### src/rtl/etm_mul_seq.sv
// Sequential error-tolerant multiplier: the upper halves go through an iterative shift-add engine,
// the lower halves through a one-shot Mitchell log approximation. Exact paths cover mode=1 and small operands.
module etm_mul_seq #(
  parameter int WIDTH = 16
) (
  input  logic                 clk,
  input  logic                 rst_n,
  input  logic                 in_valid,
  output logic                 in_ready,
  input  logic [WIDTH-1:0]     a,
  input  logic [WIDTH-1:0]     b,
  input  logic                 mode,
  output logic                 out_valid,
  input  logic                 out_ready,
  output logic [2*WIDTH-1:0]   p,
  output logic                 approx
);

  localparam int H  = WIDTH / 2;
  localparam int CW = $clog2(WIDTH + 1);
  localparam int KW = $clog2(H);

  typedef enum logic [1:0] {
    IDLE = 2'd0,
    CALC = 2'd1,
    DONE = 2'd2
  } state_t;

  state_t state_r, state_s;

  logic [2*WIDTH-1:0] mcand_r;
  logic [WIDTH-1:0]   mplier_r;
  logic [2*WIDTH-1:0] acc_r;
  logic [CW-1:0]      cnt_r;
  logic [CW-1:0]      n_r;
  logic               etm_r;
  logic [H-1:0]       alo_r;
  logic [H-1:0]       blo_r;
  logic [WIDTH-1:0]   mit_r;
  logic [2*WIDTH-1:0] p_r;
  logic               approx_r;
  logic               out_valid_r;

  logic               accept_s;
  logic               last_s;
  logic [2*WIDTH-1:0] acc_s;
  logic [WIDTH-1:0]   mit_s;

  function automatic logic [KW-1:0] msb_idx(input logic [H-1:0] x);
    logic [KW-1:0] k;
    k = '0;
    for (int i = 0; i < H; i++) begin
      k = x[i] ? KW'(i) : k;
    end
    return k;
  endfunction

  // Mitchell: x*y ~ 2^(k1+k2) * (1 + f1/2^k1 + f2/2^k2), with the characteristic carry folded in when S >= T
  function automatic logic [WIDTH-1:0] mitchell(input logic [H-1:0] x, input logic [H-1:0] y);
    logic [KW-1:0] k1, k2;
    logic [KW:0]   ksum;
    logic [WIDTH:0] f1, f2, s, t, r;
    k1   = msb_idx(x);
    k2   = msb_idx(y);
    ksum = {1'b0, k1} + {1'b0, k2};
    f1   = (WIDTH+1)'(x) - ((WIDTH+1)'(1'b1) << k1);
    f2   = (WIDTH+1)'(y) - ((WIDTH+1)'(1'b1) << k2);
    s    = (f1 << k2) + (f2 << k1);
    t    = (WIDTH+1)'(1'b1) << ksum;
    if (x == '0 || y == '0) begin
      r = '0;
    end else if (s < t) begin
      r = t + s;
    end else begin
      r = s << 1;
    end
    return r[WIDTH-1:0];
  endfunction

  assign in_ready  = (state_r == IDLE) && rst_n;
  assign accept_s  = in_valid && in_ready;
  assign last_s    = (cnt_r == n_r - CW'(1));
  assign acc_s     = mplier_r[0] ? (acc_r + mcand_r) : acc_r;
  assign mit_s     = (cnt_r == '0) ? mitchell(alo_r, blo_r) : mit_r;
  assign out_valid = out_valid_r;
  assign p         = p_r;
  assign approx    = approx_r;

  // State register
  always_ff @(posedge clk) begin
    if (!rst_n) begin
      state_r <= IDLE;
    end else begin
      state_r <= state_s;
    end
  end

  // Next-state logic
  always_comb begin
    state_s = state_r;
    case (state_r)
      IDLE: begin
        if (accept_s) state_s = CALC;
        else          state_s = IDLE;
      end
      CALC: begin
        if (last_s) state_s = DONE;
        else        state_s = CALC;
      end
      DONE: begin
        if (out_ready) state_s = IDLE;
        else           state_s = DONE;
      end
      default: state_s = IDLE;
    endcase
  end

  // Operand capture, shift-add iteration and result registers
  always_ff @(posedge clk) begin
    if (!rst_n) begin
      mcand_r     <= '0;
      mplier_r    <= '0;
      acc_r       <= '0;
      cnt_r       <= '0;
      n_r         <= '0;
      etm_r       <= 1'b0;
      alo_r       <= '0;
      blo_r       <= '0;
      mit_r       <= '0;
      p_r         <= '0;
      approx_r    <= 1'b0;
      out_valid_r <= 1'b0;
    end else begin
      case (state_r)
        IDLE: begin
          if (accept_s) begin
            acc_r <= '0;
            cnt_r <= '0;
            alo_r <= a[H-1:0];
            blo_r <= b[H-1:0];
            if (mode) begin
              mplier_r <= a;
              mcand_r  <= {{WIDTH{1'b0}}, b};
              n_r      <= CW'(WIDTH);
              etm_r    <= 1'b0;
            end else if (a[WIDTH-1:H] == '0) begin
              mplier_r <= a;
              mcand_r  <= {{WIDTH{1'b0}}, b};
              n_r      <= CW'(H);
              etm_r    <= 1'b0;
            end else if (b[WIDTH-1:H] == '0) begin
              mplier_r <= b;
              mcand_r  <= {{WIDTH{1'b0}}, a};
              n_r      <= CW'(H);
              etm_r    <= 1'b0;
            end else begin
              mplier_r <= {{H{1'b0}}, a[WIDTH-1:H]};
              mcand_r  <= {{(2*WIDTH-H){1'b0}}, b[WIDTH-1:H]};
              n_r      <= CW'(H);
              etm_r    <= 1'b1;
            end
          end
        end
        CALC: begin
          acc_r    <= acc_s;
          mcand_r  <= mcand_r << 1;
          mplier_r <= mplier_r >> 1;
          cnt_r    <= cnt_r + CW'(1);
          mit_r    <= mit_s;
          if (last_s) begin
            // ETM keeps only the upper-half product in the top WIDTH bits; it cannot exceed WIDTH bits
            p_r         <= etm_r ? {acc_s[WIDTH-1:0], mit_s} : acc_s;
            approx_r    <= etm_r;
            out_valid_r <= 1'b1;
          end
        end
        DONE: begin
          if (out_ready) out_valid_r <= 1'b0;
        end
        default: out_valid_r <= 1'b0;
      endcase
    end
  end

endmodule

### config.mk
export PLATFORM = sky130hd
export DESIGN_NAME = etm_mul_seq
export DESIGN_NICKNAME = d
export VERILOG_FILES = /design/src/rtl/etm_mul_seq.sv
export SDC_FILE = /design/constraint.sdc
export NUM_CORES = 1
export LEC_CHECK = 0
export ABC_AREA = 1
export BUFFER_PORTS_ARGS = -buffer_cell sky130_fd_sc_hd__buf_4
export CORE_MARGIN = 2
export CORE_UTILIZATION = 55
export DETAILED_ROUTE_END_ITERATION = 10
export GPL_ROUTABILITY_DRIVEN = 0
export PLACE_DENSITY = 0.73
export SLEW_MARGIN = 20
export SYNTH_ARGS = -nofsm -noshare
export SYNTH_HDL_FRONTEND = slang
export SYNTH_SLANG_ARGS = --single-unit
### constraint.sdc
create_clock -name clk -period 11.1 [get_ports clk]
set_input_delay 0.555 -clock clk [delete_from_list [all_inputs] [get_ports clk]]
set_output_delay 0.555 -clock clk [all_outputs]
set_load 0.02 [all_outputs]
==> impl_metrics.csv <==
group,metric,value,unit
status,status,"complete, no violations",
clock_tree,ctsResizeCount,0,
timing,skew,0.0137,ns
worst_setup_path,crit_type,"reg2reg",
detailed_routing,drtIter0Drc,1040,
worst_setup_path,slowest_stage,"dfxtp_1",
die,core_area,22700,sq um
grt,grt_max_degree,88,
worst_setup_path,crit_path_frequent_cell,"nand2_1",
synthesis,synth_most_common_cell,"nand2_1",
synthesis,ys_warn_count,0,
detailed_routing,drt-pass1-iter-count,6,
die,die_w,156,microns
synthesis,ys_ff_latch,156,
synthesis,async_flop_share,0,
synthesis,yosys_most_used_dff,"dfxtp_1",
pwr,ir_drop,0.170,mV
timing,hold_ws,0.400,ns
cells_and_area,antennaDiodeCount,0,
synthesis,syn_area_per_cell,6.41,sq um
worst_setup_path,path_buf_inv,2,
timing,max_freq,0.143,GHz
synthesis,yosysTopAreaCell,"dfxtp_1",
synthesis,synth_edf_count,0,
synthesis,yosysTopAreaCellShare,0.244,
detailed_routing,vias,13200,
detailed_routing,post-route-drc-count,0,
detailed_routing,wl,36900,microns
place,placed_cells_incl_taps,2279,
clock_tree,postCtsHoldBufs,0,
grt,antenna_found_initial,0,
clock_tree,cts_buffers,17,
clock_tree,cts.sinks,156,
cells_and_area,drive_gt1_frac,0.0943,
place,placed_cell_area,13400,sq um
timing,hold_viol_final,0,
worst_setup_path,arrival,7.33,ns
synthesis,synth_cells,1993,
cells_and_area,layout.nets,2158,
worst_setup_path,worst_setup_path_end_kind,"flip-flop",
clock_tree,cts_setup_buffers,0,
die,die_area,24500,sq um
timing,rsz0062_at_grt,"false",
worst_setup_path,start_kind,"flip-flop",
clock_tree,clockBufferDepth,2,
timing,slew_headroom,0.309,
synthesis,yosysSeqAreaShare,0.244,
pwr,p_per_area,231,nW/um^2
cells_and_area,area_growth,9.70,%
clock_tree,clk_latency,0.44,ns
synthesis,synth_area_leaders,"dfxtp_1 24%, nand2_1 16%, ha_1 9.8%",
cells_and_area,nFillCells,2230,
run,drv_cap,0,
grt,grt-ovfl-total,0,
min_path,hold_class,"in2reg",
detailed_routing,ant_nets,0,
synthesis,synth_cell_types,58,
worst_setup_path,critPathMaxStageDelay,0.48,ns
clock_tree,htreeDepth,4,
place,port-buffer-count,71,
timing,slew_violations,0,
worst_setup_path,crit_family,"simple AND/OR/NAND/NOR gates",
cells_and_area,fin_cells,2311,
detailed_routing,viasPerCell,5.69,
timing,setup_violations,0,
grt,grt_pass1_wl,60600,microns
die,io_pins,72,
die,die_h,156,microns
pwr,p_leak,6.31,nW
synthesis,synth_area,12800,sq um
grt,grt_use_total,0.306,
synthesis,ys_top_cells_by_count,"530 x nand2_1, 224 x inv_1, 187 x a21oi_1",
timing,tightest_slew,1.03,ns
pwr,total_power,0.00324,W
timing,period_needed,7.01,ns
place,hpwlAfterDp,27600,microns
worst_setup_path,critPathRequiredTime,11.42,ns
timing,min_period_over_period,0.631,
die,start_util,0.562,
worst_setup_path,crit_path_max_fanout,16,
clock_tree,path_clk_slew,0.07,ns
die,std_cell_rows,55,
cells_and_area,design_area,14000,sq um
clock_tree,cts_root_buf,"clkbuf_16",
timing,setup_tns,0,ns
clock_tree,cts_tree,"done",
detailed_routing,wl_per_cell,16.0,microns
grt,grt_pass1_vias,12300,
synthesis,syn_nets,2138,
==> kinds of logic (layout without fill, tap and decap cells) <==
| family | count (synthesis) | in the layout | synth area share |
|---|---|---|---|
| multiplexers | 5 | 5 | 0.00392 |
| buffers and inverters | 315 | 348 | 0.0958 |
| AND/OR/NAND/NOR | 896 | 896 | 0.300 |
| adder cells (fa/ha/maj) | 108 | 108 | 0.110 |
| AO/OA/AOI/OAI | 461 | 461 | 0.209 |
| XOR/XNOR | 52 | 52 | 0.0357 |
| flip-flops | 156 | 156 | 0.244 |
==> report_power, final <==
part           leakage (nW)  internal [W]  switching [W]
clock network         0.294      0.000349       0.000250
registers              1.27      0.000583      0.0000187
logic                  4.74      0.000682        0.00136
total                  6.31       0.00161        0.00163
==> routing by layer <==
metal,vias to the layer above,GRT usage,wire [microns],share of wire
met1,5999,0.390,16200,0.44
met2,416,0.534,17800,0.48
met5,-,0,0,0
li1,6662,-,-,-
met4,0,0.114,1160,0.031
met3,76,0.0354,1860,0.050
==> sequential cells by signal (all words and copies together) (netlist names) <==
signal	count
approx	1
etm_r	1
blo_r	8
mcand_r	32
state_r	2
acc_r	32
p	32
mit_r	16
mplier_r	16
cnt_r	5
alo_r	8
out_valid	1
n_r	2
==> path summary, 6_finish.rpt <==
path | to | startpoint | depth (start not counted) | slack, ns
setup / recovery | mit_r[15]$_SDFFE_PN0P_ | alo_r[7]$_SDFFE_PN0P_ | 37 | 4.09
hold / removal | out_valid$_SDFFE_PN0P_ | out_ready | 4 | 0.40
setup reg to reg | mit_r[15]$_SDFFE_PN0P_ | alo_r[7]$_SDFFE_PN0P_ | 37 | 4.09
hold reg to reg | alo_r[0]$_SDFFE_PN0P_ | alo_r[0]$_SDFFE_PN0P_ | 2 | 0.47
==> cell type report <==
cell class / instances / area [sq um] / area share
Clock buffer: 19 / 453 / 0.0323
Clock inverter: 13 / 155 / 0.0111
Inverter: 237 / 897 / 0.0640
Multi-Input combinational cell: 1522 / 8430 / 0.602
Sequential cell: 156 / 3120 / 0.223
Tap cell: 285 / 357 / 0.0254
Timing Repair Buffer: 79 / 593 / 0.0423
==> worst min-delay path: stages <==
cell and delay [ns]:
buf_4 0.08, inv_1 0.04, nand2_1 0.05, a21oi_1 0.06
==> cell usage in the layout (no fill, tap or decap), types with 6 or more instances in the layout <==
cell type / count
a22oi_1: 12
o21ai_1: 11
nand2_1: 530
or2_2: 19
nor3_1: 21
dfxtp_1: 156
a21o_1: 6
o21bai_1: 11
xor2_1: 40
nand4_1: 17
a32o_1: 6
buf_4: 79
o221ai_1: 9
ha_1: 100
nand2_2: 22
fa_1: 8
xnor2_1: 12
o211ai_1: 26
a31oi_1: 36
o22ai_1: 8
o21ai_0: 123
inv_2: 7
nand3_2: 10
nand3_1: 120
clkbuf_16: 17
nor2_1: 138
a21oi_1: 187
inv_1: 223
==> metrics by stage <==
step,utilization,setup slack [ns]
2_1_floorplan,-,5.36
3_3_place_gp,0.590,4.38
3_5_place_dp,0.590,4.27
4_1_cts,0.617,4.23
5_1_grt,0.617,3.28
6_report,0.617,4.09
Power figures use the tool's default switching activity.
